<file path="config.mk">
export PLATFORM = sky130hd
export DESIGN_NAME = sat_counter
export DESIGN_NICKNAME = d
export VERILOG_FILES = /design/src/rtl/sat_counter.sv
export SDC_FILE = /design/constraint.sdc
export NUM_CORES = 1
export LEC_CHECK = 0
export CORE_ASPECT_RATIO = 1.1
export CORE_MARGIN = 5
export CORE_UTILIZATION = 51
export DETAILED_ROUTE_END_ITERATION = 6
export GPL_ROUTABILITY_DRIVEN = 0
export GPL_TIMING_DRIVEN = 0
export PLACE_DENSITY_LB_ADDON = 0.12
export REMOVE_ABC_BUFFERS = 1
export SKIP_CTS_REPAIR_TIMING = 1
export SYNTH_ARGS = -nofsm -noshare
export SYNTH_HDL_FRONTEND = slang
export SYNTH_SLANG_ARGS = --single-unit
</file>
<file path="constraint.sdc">
create_clock -name clk -period 2.44 [get_ports clk]
set_input_delay 0.61 -clock clk [delete_from_list [all_inputs] [get_ports clk]]
set_output_delay 0.61 -clock clk [all_outputs]
set_load 0.02 [all_outputs]
</file>
<file path="src/rtl/sat_counter.sv">
`default_nettype none
// ============================================================================
// Module      : sat_counter
// Description : Saturating up-counter. Holds at all-ones once reached.
//               A synchronous clear wins over an increment in the same cycle.
// Ports       : clk     - clock (rising edge)
//               reset_n - asynchronous active-low reset
//               inc     - count up by one this cycle
//               clear   - synchronous clear to zero
//               count   - registered count value
// Revision    : 1.0 - initial release
// ============================================================================
module sat_counter #(
  parameter int WIDTH = 32
) (
  input  logic             clk,
  input  logic             reset_n,
  input  logic             inc,
  input  logic             clear,
  output logic [WIDTH-1:0] count
);

  logic [WIDTH-1:0] count_q;
  logic [WIDTH-1:0] count_d;

  always_comb begin
    count_d = count_q;
    if (clear) begin
      count_d = '0;
    end else if (inc && (count_q != '1)) begin
      count_d = count_q + 1'b1;
    end
  end

  always_ff @(posedge clk or negedge reset_n) begin
    if (!reset_n) begin
      count_q <= '0;
    end else begin
      count_q <= count_d;
    end
  end

  assign count = count_q;

endmodule
`default_nettype wire

</file>
==> impl_metrics.csv <==
group,metric,value,unit
outcome,status,"completed",
drt,via_count,1605,
logic_synthesis,synth_top_family_by_area,"simple AND/OR/NAND/NOR gates",
drt,drt_iter0_drc,73,
logic_synthesis,yosys-top-cells-count,"32 x sky130_fd_sc_hd__dfrtp_1, 26 x sky130_fd_sc_hd__nor2_1, 12 x sky130_fd_sc_hd__nand3_1",
sta,grt_setup_unrepaired,"false",
logic_synthesis,synth-adder-area-share,0.675,%
drt,post_drt_wl_per_cell,15.6,um
run,drv_cap,0,
layout,share_of_final_layout_standard_cells_stronger_than_drive_strength_1,11.7,%
worst_setup_path,worst_ep_required_time,2600,ps
global_routing,grt_antenna_before_repair,0,
sta,fin_crit,2340,ps
logic_synthesis,synth-edff-count,0,
sta,post-route-period-util,95.9,%
logic_synthesis,synth_async_sr_flop_share,100,%
global_routing,grt_max_degree,41,
drt,post-route-drc-count,0,
drt,first_pass_iters,4,
floorplanning,fp.dieArea,0.00494,mm^2
sta,setup_tns,0,ps
logic_synthesis,synth.cell_area,0.00185,mm^2
logic_synthesis,synth_compound_area_share,11.9,%
sta,finalSetupViolCount,0,
cts,clock-sinks,32,
floorplanning,die_w,67.5,um
sta,timing.max_slew.rel_slack,52.0,%
sta,hold_viol_final,0,
worst_hold_path,min_path_type,"in2async",
logic_synthesis,ys_warn_count,0,
layout,syn_to_final_growth,24.8,%
global_routing,globalRouteOverflowTotal,0,
sta,final.setup.worst_slack,99.7,ps
logic_synthesis,yosys_most_used_dff,"sky130_fd_sc_hd__dfrtp_1",
cts,h-tree-depth,2,
worst_setup_path,timing.reg2reg.worst_path_depth,6,
logic_synthesis,post_synth.cell_area_avg,9.37,um^2
floorplanning,floorplan.io_pins,36,
placed_design,place_worst_setup_slack,-388,ps
floorplanning,std_cell_rows,23,
placed_design,buffer_ports.inserted,35,
logic_synthesis,synth_cells,198,
global_routing,grt_util_all_layers,19.7,%
sta,max_freq,427,MHz
cts,tritoncts,"yes",
cts,tritoncts.num_buffers,5,
worst_setup_path,worst_flop_to_flop_path_endpoint,"count[3]",
sta,final_max_slew_viol_count,0,
worst_setup_path,regToRegStartpoint,"count[0]",
sta,finalClockSkew,2.84,ps
power_and_ir_drop,vdd_ir_drop_max,0.000239,V
logic_synthesis,ys_ff_latch,32,
worst_setup_path,timing.critical_path.from_type,"input pin",
worst_setup_path,reg2reg_setup_slack,190,ps
logic_synthesis,synth_simple_gate_area_share,30.5,%
placed_design,detailedPlacementHpwl,3.02,mm
power_and_ir_drop,power_switching,0.000217,W
logic_synthesis,ys_top_cells_by_area,"sky130_fd_sc_hd__dfrtp_1 43%, sky130_fd_sc_hd__nor2_1 5.3%, sky130_fd_sc_hd__xnor2_1 4.7%, sky130_fd_sc_hd__nand3_1 3.2%, sky130_fd_sc_hd__mux2_2 3.0%",
floorplanning,die_height,73.2,um
power_and_ir_drop,cellLeakagePower,0.903,nW
logic_synthesis,netlist-cell-type-count,42,
cts,cts.path.max_buffers,2,
worst_setup_path,crit_type,"in2reg",
layout,final_nets,238,
cts,clk_root_buffer_cell,"sky130_fd_sc_hd__clkbuf_8",
logic_synthesis,yosys.area.top_type,"sky130_fd_sc_hd__dfrtp_1",
floorplanning,core_area,0.00357,mm^2
power_and_ir_drop,pwr_density_cell,411,mW/mm^2
power_and_ir_drop,power.share.combinational,5.5,%
sta,worst_slew_pin_slew,720,ps
logic_synthesis,synthMuxAreaShare,4.39,%
power_and_ir_drop,power_switching_share,22.8,%
cts,clkSlewWorstSetupHoldPaths,60,ps
logic_synthesis,synth_largest_type_area_fraction,43.2,%
global_routing,number_of_global_route_vias_before_repair,1671,
logic_synthesis,synth-xor-area-share,6.14,%
global_routing,grt_first_pass_wirelength,7.49,mm
drt,ant_nets,0,
layout,largest_register_ff_count,32,
cts,insertion_delay,280,ps
logic_synthesis,synth.yosys.seq_area_share,43.2,%
drt,viasPerCell,5.71,
power_and_ir_drop,cell_internal_pwr,0.000735,W
drt,drt-total-wl,4.39,mm
power_and_ir_drop,power.share.clock,37.8,%
worst_setup_path,worstSetupEndpointType,"register",
floorplanning,initial_core_util,52.0,%
worst_setup_path,timing.critical_path.fanout_max,19,
logic_synthesis,synthMostInstantiatedCell,"sky130_fd_sc_hd__dfrtp_1",
layout,antenna_cells,0,
worst_setup_path,worst_ep_arrival_time,2510,ps
power_and_ir_drop,seq_power_share,56.7,%
layout,fillCellCount,332,
-- power groups by stage --
stage	clock network [W]	registers [W]	logic (W)
detailed placement	0	0.000549	0.0000550
finish	0.000360	0.000539	0.0000527
global placement	0	0.000548	0.0000544
CTS	0.000370	0.000539	0.0000552
floorplan	0	0.000552	0.0000159
global route	0.000396	0.000539	0.0000594
-- critical path, cell delays in order --
cell                              delay, ps
sky130_fd_sc_hd__clkdlybuf4s50_1        540
sky130_fd_sc_hd__and3_2                 260
sky130_fd_sc_hd__nand4_1                120
sky130_fd_sc_hd__a21o_4                 280
sky130_fd_sc_hd__nor4_2                 320
sky130_fd_sc_hd__mux2_2                 370
-- stage by stage --
step	cell area [um^2]	total power [W]	hold WS, ps	instances	utilization (%)
final	2310	0.000952	383	281	64.9
after CTS	2300	0.000964	405	281	64.4
after detailed placement	2230	0.000604	578	276	62.5
after floorplan	1820	0.000568	314	191	-
after global placement	2230	0.000603	570	276	62.6
after global routing	2310	0.000995	448	281	64.9
-- logic make-up (layout without fill, tap and decap cells) --
family / after synthesis / after routing
and+or+nand+nor: 99 / 99
AOI/OAI and AO/OA: 32 / 32
DFF: 32 / 32
buffers and inverters: 14 / 47
xor gates and xnor gates: 13 / 13
muxes: 7 / 7
adders and majority gates: 1 / 1
-- layout make-up --
cell class / instances / area (um^2) / area share (%)
clock buffer: 5 / 68.8 / 2.97
inverter: 7 / 26.3 / 1.14
multi-input combinational: 152 / 1020 / 43.9
sequential: 32 / 801 / 34.6
tap: 50 / 62.6 / 2.70
timing repair buffer: 35 / 340 / 14.7
-- how the worst max path moves through the flow --
stage	to	start	depth (start not counted)
CTS	count[27]	inc	6
global route	count[31]	inc	6
detailed placement	count[31]	inc	6
global placement	count[29]	inc	6
floorplan	count[31]	count[0]	6
finish	count[31]	inc	6
-- placed cells by master (no fill, tap or decap), types with 2 or more instances in the layout --
cell type,synthesis,routed
sky130_fd_sc_hd__and3_1,7,6
sky130_fd_sc_hd__mux2_2,5,5
sky130_fd_sc_hd__and2_1,3,3
sky130_fd_sc_hd__nor3_1,4,4
sky130_fd_sc_hd__xor2_1,3,3
sky130_fd_sc_hd__o21ai_0,4,4
sky130_fd_sc_hd__or3_1,5,5
sky130_fd_sc_hd__nand2b_1,2,2
sky130_fd_sc_hd__clkbuf_8,0,5
sky130_fd_sc_hd__xnor2_1,10,10
sky130_fd_sc_hd__nand3_1,12,12
sky130_fd_sc_hd__nor2_1,26,26
sky130_fd_sc_hd__nand4_1,6,6
sky130_fd_sc_hd__a211oi_1,5,5
sky130_fd_sc_hd__clkdlybuf4s50_1,0,33
sky130_fd_sc_hd__a21oi_1,11,11
sky130_fd_sc_hd__nor4_2,2,4
sky130_fd_sc_hd__nand2_1,11,11
sky130_fd_sc_hd__inv_1,7,7
sky130_fd_sc_hd__buf_2,2,2
sky130_fd_sc_hd__o31ai_1,3,3
sky130_fd_sc_hd__nor4_1,4,2
sky130_fd_sc_hd__or4_1,3,3
sky130_fd_sc_hd__dfrtp_1,32,32
sky130_fd_sc_hd__a21o_1,3,2
sky130_fd_sc_hd__nor2b_1,6,6
sky130_fd_sc_hd__a31o_2,2,2
-- layer usage --
layer,global-route usage [%],share of wire (%)
met5,0,0
met3,4.78,4.8
met1,24.5,44
met2,32.8,50
met4,6.98,1.3
No activity file was read; power rests on OpenSTA's default activity.
